## config.mk

```make
export PLATFORM = sky130hd
export DESIGN_NAME = spi_rx_sipo
export DESIGN_NICKNAME = d
export VERILOG_FILES = /design/src/rtl/spi_rx_sipo.sv
export SDC_FILE = /design/constraint.sdc
export NUM_CORES = 1
export LEC_CHECK = 0
export CELL_PAD_IN_SITES_DETAIL_PLACEMENT = 1
export CELL_PAD_IN_SITES_GLOBAL_PLACEMENT = 1
export CORE_MARGIN = 2
export CORE_UTILIZATION = 34
export CTS_BUF_LIST = sky130_fd_sc_hd__clkbuf_4
export DETAILED_ROUTE_END_ITERATION = 6
export DONT_BUFFER_PORTS = 1
export PLACE_DENSITY_LB_ADDON = 0.1
export SLEW_MARGIN = 30
export SYNTH_ARGS = -nofsm -noshare
export SYNTH_HDL_FRONTEND = slang
export SYNTH_SLANG_ARGS = --single-unit
```

## constraint.sdc

```tcl
create_clock -name clk -period 4.3 [get_ports clk]
set_input_delay 0.645 -clock clk [delete_from_list [all_inputs] [get_ports clk]]
set_output_delay 0.645 -clock clk [all_outputs]
set_load 0.02 [all_outputs]
```

## src/rtl/spi_rx_sipo.sv

```systemverilog
// SPI mode-0 receive path: synchronises sck/ss_n/mosi, assembles NUM_BITS words, valid/ack out.
// Optional overrun detection is compiled in when SPI_RX_OVERRUN_EN is defined.
module spi_rx_sipo #(
  parameter int unsigned NUM_BITS    = 12,
  parameter bit          SHIFT_MSB   = 1'b1,
  parameter int unsigned SYNC_STAGES = 2
) (
  input  logic                clk,
  input  logic                n_rst,
  input  logic                sck,
  input  logic                ss_n,
  input  logic                mosi,
  input  logic                data_ack,
  output logic [NUM_BITS-1:0] data_out,
  output logic                data_valid,
  output logic                frame_err,
  output logic                overrun,
  output logic                busy
);

  localparam int unsigned CntW = $clog2(NUM_BITS + 1);

  typedef enum logic [0:0] {StIdle, StShift} state_e;

  state_e                   state_q;
  logic [CntW-1:0]          bit_cnt_q;
  logic [NUM_BITS-1:0]      shift_q;
  logic [SYNC_STAGES-1:0]   sck_sync_q;
  logic [SYNC_STAGES-1:0]   ss_sync_q;
  logic [SYNC_STAGES-1:0]   mosi_sync_q;
  logic                     sck_s_d_q;

  logic                     sck_s;
  logic                     ss_s;
  logic                     mosi_s;
  logic                     sck_rise;
  logic                     word_done;
  logic [NUM_BITS-1:0]      shift_next;

  // ss_n synchronisers reset to 1 so no frame is seen while reset releases.
  always_ff @(posedge clk or negedge n_rst) begin
    if (!n_rst) begin
      sck_sync_q  <= '0;
      ss_sync_q   <= '1;
      mosi_sync_q <= '0;
      sck_s_d_q   <= 1'b0;
    end else begin
      sck_sync_q  <= {sck_sync_q[SYNC_STAGES-2:0], sck};
      ss_sync_q   <= {ss_sync_q[SYNC_STAGES-2:0], ss_n};
      mosi_sync_q <= {mosi_sync_q[SYNC_STAGES-2:0], mosi};
      sck_s_d_q   <= sck_s;
    end
  end

  always_comb begin
    sck_s      = sck_sync_q[SYNC_STAGES-1];
    ss_s       = ss_sync_q[SYNC_STAGES-1];
    mosi_s     = mosi_sync_q[SYNC_STAGES-1];
    sck_rise   = sck_s & ~sck_s_d_q;
    word_done  = (state_q == StShift) && sck_rise && (bit_cnt_q == CntW'(NUM_BITS - 1));
    shift_next = shift_q;
    if (SHIFT_MSB) begin
      shift_next = {shift_q[NUM_BITS-2:0], mosi_s};
    end else begin
      shift_next = {mosi_s, shift_q[NUM_BITS-1:1]};
    end
  end

  always_ff @(posedge clk or negedge n_rst) begin
    if (!n_rst) begin
      state_q    <= StIdle;
      bit_cnt_q  <= '0;
      shift_q    <= '0;
      data_out   <= '0;
      data_valid <= 1'b0;
      frame_err  <= 1'b0;
      busy       <= 1'b0;
`ifdef SPI_RX_OVERRUN_EN
      overrun    <= 1'b0;
`endif
    end else begin
      frame_err <= 1'b0;
      if (data_valid && data_ack) begin
        data_valid <= 1'b0;
      end
      case (state_q)
        StIdle: begin
          bit_cnt_q <= '0;
          shift_q   <= '0;
          if (!ss_s) begin
            state_q <= StShift;
            busy    <= 1'b1;
          end
        end
        StShift: begin
          if (word_done) begin
            // A completion wins over a simultaneous ack, so valid stays high with new data.
            data_out   <= shift_next;
            data_valid <= 1'b1;
            bit_cnt_q  <= '0;
            shift_q    <= '0;
`ifdef SPI_RX_OVERRUN_EN
            if (data_valid && !data_ack) begin
              overrun <= 1'b1;
            end
`endif
          end else if (sck_rise && !ss_s) begin
            shift_q   <= shift_next;
            bit_cnt_q <= bit_cnt_q + CntW'(1);
          end
          if (ss_s) begin
            state_q   <= StIdle;
            busy      <= 1'b0;
            bit_cnt_q <= '0;
            shift_q   <= '0;
            if (!word_done && (bit_cnt_q != '0)) begin
              frame_err <= 1'b1;
            end
          end
        end
        default: begin
          state_q <= StIdle;
          busy    <= 1'b0;
        end
      endcase
    end
  end

`ifndef SPI_RX_OVERRUN_EN
  assign overrun = 1'b0;
`endif

endmodule

```

# [Word level (Yosys, flattened, before mapping)]
# Cells that the tools add are included.
[word_totals] reg_bits=38 input_bits=6 output_inout_bits=16
[op_classes] add_sub_neg=1 n_eq_ne=4 muxes=18 bitwise_logic=3 reduce_logical=10
[op_table] operator="11-bit 2-to-1 mux" count=3
[op_table] operator="11-bit one-hot mux with 2 select lines" count=1
[op_table] operator="4-bit 2-to-1 mux" count=3
[op_table] operator="1-bit 2-to-1 mux" count=9
[op_table] operator="4-bit one-hot mux with 2 select lines" count=1
[op_table] operator="1-bit logical AND" count=5
[op_table] operator="4-bit by 1-bit adder with 4-bit output (second input constant)" count=1
[op_table] operator="4-bit == test (second input constant)" count=1
[op_table] operator="4-bit by 1-bit != test with 1-bit output (second input constant)" count=1
[op_table] operator="2-bit AND reduction" count=2
[op_table] operator="4-bit nonzero test" count=1
[op_table] operator="1-bit zero test" count=2
[op_table] operator="2-bit by 1-bit != test with 1-bit output (second input constant)" count=1
[op_table] operator="2-bit != test (second input constant)" count=1
[op_table] operator="1-bit inverter" count=2
[op_table] operator="1-bit one-hot mux with 2 select lines" count=1
[op_table] operator="1-bit bitwise AND" count=1

# [Longest topological paths before layout]
[depth] word_depth=9 ltp_mapped=6 depth_no_buf=5

# [Least setup slack after synthesis]
# Ideal clock, no wire load.
[synth_path] path_kind="register -> register" startpoint="reg ss_sync_q[1]" endpoint="reg bit_cnt_q[3]" setup_time_ns=0.077 t_arrival_ns=1.432 required_ns=4.223 path_slack_ns=2.791 path_stages_with_launch=7 path_buffers=1 period_less_slack_ns=1.509 cell_sequence="dfstp_2 -> inv_1 -> ha_1 -> inv_1 -> clkbuf_1 -> o211ai_1 -> a21oi_1"
[synth_between] elab_chain_cells=3 word_cells_on_any_way=5
[synth_rtl] element="start, declared" line="29" text="logic [SYNC_STAGES-1:0] ss_sync_q;"
[synth_rtl] element="start signal, assigned" line="49" text="ss_sync_q <= {ss_sync_q[SYNC_STAGES-2:0], ss_n};"
[synth_rtl] element="1-bit zero test" line="107" text="end else if (sck_rise && !ss_s) begin"
[synth_rtl] element="1-bit logical AND" line="107"
[synth_rtl] element="4-bit by 1-bit != test with 1-bit output (no line)"
[synth_rtl] element="end signal, assigned" line="109" text="bit_cnt_q <= bit_cnt_q + CntW'(1);"
[synth_rtl] element="end, declared" line="26" text="logic [CntW-1:0] bit_cnt_q;"
# Several ways; a longest one is shown, not always the timed one.
# A chain may end at the register's enable or synchronous reset.

# [Worst setup path in the final report]
[layout_path] startpoint="reg ss_sync_q[1]" endpoint="reg bit_cnt_q[2]"
# The elaborated chain is that of the path after synthesis.

==> results.py <==
metrics = {
    "power_and_ir_drop": {
        "powerDensity_mw_per_mm2": 370,
        "p_leak_nw": 0.815,
        "vdd_ir_drop_max_mv": 0.194,
        "power_mw": 0.648,
    },
    "drt": {
        "ant_nets": 0,
        "num_vias": 1020,
        "initialDrtViolationCount": 33,
        "wire_per_inst_um": 18.3,
        "wl_um": 3360,
        "viasPerCell": 5.54,
        "drt_first_pass_iters": 4,
        "drc_errors": 0,
    },
    "sta": {
        "max_freq_mhz": 490,
        "fin_tns_setup_ns": 0,
        "slew_headroom_pct": 52.3,
        "fin_crit_sh_pct": 47.4,
        "rsz0062_at_grt": "no",
        "worst_slew_pin_slew_ns": 0.712,
        "hold_viol_final": 0,
        "setup_viol": 0,
        "min_period_ns": 2.04,
        "drv_slew": 0,
        "clock_skew_ns": 0.00713,
    },
    "logic_synthesis": {
        "synth-seq-cells": 38,
        "synth_cell_types": 31,
        "synth_area_per_cell_um2": 12.6,
        "ys_seq_area_share_pct": 58.4,
        "syn_area_mm2": 0.00163,
        "synth_cells": 130,
        "synth_nets": 139,
        "ys_warn_count": 0,
    },
    "worst_setup_path": {
        "crit_path_max_fanout": 15,
        "reg2reg_from": "ss_sync_q[1]$_DFF_PN1_",
        "worstSetupStartpointType": "flop",
        "cp_data_arrival_time_ns": 2.29,
        "path_class": "flop to flop",
        "reg2reg_slack_ns": 2.26,
        "r2r_end": "bit_cnt_q[2]$_DFFE_PN0P_",
        "endpoint_kind": "flop",
        "worstPathRequired_ns": 4.55,
        "reg2reg_depth": 5,
    },
    "cts": {
        "path_clk_slew_ns": 0.12,
        "cts.sinks": 38,
        "cts_setup_buffers": 0,
        "cts_buffer_depth": 2,
        "insertion_delay_ns": 0.34,
        "cts_tree": "yes",
        "cts_htree_levels": 2,
        "cts_resized": 0,
        "clock-root-buffer": "clkbuf_4",
        "numCtsBuffers": 5,
        "hold_buffers": 1,
    },
    "final_layout": {
        "fin_nets": 138,
        "final_common_cell": "dfrtp_1",
        "syn2layout_area_growth_pct": 7.44,
        "layout_common_cells": "dfrtp_1 (36), o211ai_1 (13), nand3_1 (12), a21oi_1 (12), mux2_4 (9)",
        "fillers": 495,
        "drive_gt1_share_pct": 22.3,
        "final_area_mm2": 0.00175,
        "n_antenna_cell": 0,
    },
    "outcome": {
        "status": "complete, no violations",
    },
    "floorplan": {
        "core_area_mm2": 0.00466,
        "rows": 25,
        "design.portCount": 22,
        "initial_core_util_pct": 35.0,
        "dieArea_mm2": 0.00537,
        "die_h_um": 73.3,
        "die_w_um": 73.3,
    },
    "placed_design": {
        "gp_congestion": 0.770,
        "port_buffers": 0,
        "hpwlAfterDp_um": 2080,
        "post_dp_cell_area_mm2": 0.00165,
    },
    "job": {
        "maxCapViolations": 0,
    },
    "global_route": {
        "first_global_vias": 1055,
        "grt_max_degree": 37,
        "grt.total_usage_pct": 13.7,
        "grt_pass1_wl_um": 5380,
        "grt_antenna_before_repair": 0,
        "overflow": 0,
    },
    "worst_hold_path": {
        "hold_path.class": "primary input to asynchronous set/reset pin",
    },
}
layer usage:
layer / up-vias / GRT usage, % / routed length [um]
met5: - / 0 / 0
met4: 0 / 4.94 / 51
met1: 529 / 18.5 / 1590
met3: 5 / 4.66 / 147
met2: 28 / 20.4 / 1580
li1: 458 / - / -
how the worst max path moves through the flow:
stage / startpoint / end
floorplan: ss_sync_q[1]$_DFF_PN1_ / bit_cnt_q[3]$_DFFE_PN0P_
finish: ss_sync_q[1]$_DFF_PN1_ / bit_cnt_q[2]$_DFFE_PN0P_
global placement: state_q$_DFF_PN0_ / bit_cnt_q[2]$_DFFE_PN0P_
CTS: ss_sync_q[1]$_DFF_PN1_ / bit_cnt_q[2]$_DFFE_PN0P_
detailed placement: ss_sync_q[1]$_DFF_PN1_ / bit_cnt_q[2]$_DFFE_PN0P_
global route: ss_sync_q[1]$_DFF_PN1_ / bit_cnt_q[2]$_DFFE_PN0P_
registers in the layout, indices dropped and copies added (netlist names), 2 cells and up:
signal	cells
shift_q	11
bit_cnt_q	4
ss_sync_q	2
data_out	12
mosi_sync_q	2
sck_sync_q	2
where the power goes:
part / internal, mW / switching [mW] / total, mW
Clock: 0.120 / 0.121 / 0.241
Sequential: 0.366 / 0.00820 / 0.374
Combinational: 0.00965 / 0.0229 / 0.0325
Total: 0.496 / 0.152 / 0.648
cells by family after synthesis:
family	share of synthesized area [%]
fa+ha+maj	2.30
flops	58.4
mux	12.2
other cells	0.230
simple gates	9.28
compound gates	12.3
buf+inv	5.29
cell type report:
cell class / count / area, um^2 / area share [%]
flip-flops and latches: 38 / 953 / 54.4
inverters: 8 / 30.0 / 1.71
well taps: 54 / 67.6 / 3.85
clock inverters: 3 / 40.0 / 2.28
multi-input cells: 74 / 597 / 34.0
repair buffers: 2 / 27.5 / 1.57
clock buffers: 5 / 37.5 / 2.14
synth_stat cells:
cell	instances	area [um^2]
a22oi_1	1	7.51
nand2_1	2	7.51
buf_2	3	15.0
inv_1	8	30.0
or3b_1	1	8.76
ha_1	3	37.5
nor3b_1	1	7.51
a211oi_1	1	7.51
buf_6	1	11.3
o21ai_0	2	10.0
or2_4	1	8.76
and4b_1	1	10.0
buf_1	1	3.75
dfrtp_1	36	901
conb_1	1	3.75
clkbuf_1	3	11.3
a21oi_1	12	60.1
mux2i_1	3	30.0
nand4b_2	1	15.0
buf_4	2	15.0
o211ai_1	13	97.6
o32ai_1	1	8.76
nand2b_4	1	13.8
dfstp_2	2	52.6
mux2_4	9	135
mux2_2	3	33.8
nor2b_1	1	6.26
and2_1	1	6.26
a32oi_1	1	8.76
nor2_1	2	7.51
nand3_1	12	60.1
per-stage QoR:
| step | setup slack [ns] | cells | hold slack, ns | util, % |
|---|---|---|---|---|
| 6_report | 2.26 | 184 | 0.120 | 37.6 |
| 3_5_place_dp | 2.24 | 175 | 0.338 | 35.5 |
| 5_1_grt | 2.09 | 184 | 0.0921 | 37.6 |
| 4_1_cts | 2.25 | 184 | 0.110 | 37.6 |
| 2_1_floorplan | 2.79 | 130 | 0.331 | - |
| 3_3_place_gp | 2.27 | 175 | 0.337 | 35.4 |
worst max-delay path: stages, from the launching register on:
cell	delay (ns)
dfstp_2	0.59
inv_1	0.06
ha_1	0.37
inv_1	0.42
o21ai_0	0.24
o32ai_1	0.27
(Power assumes the default switching activity.)
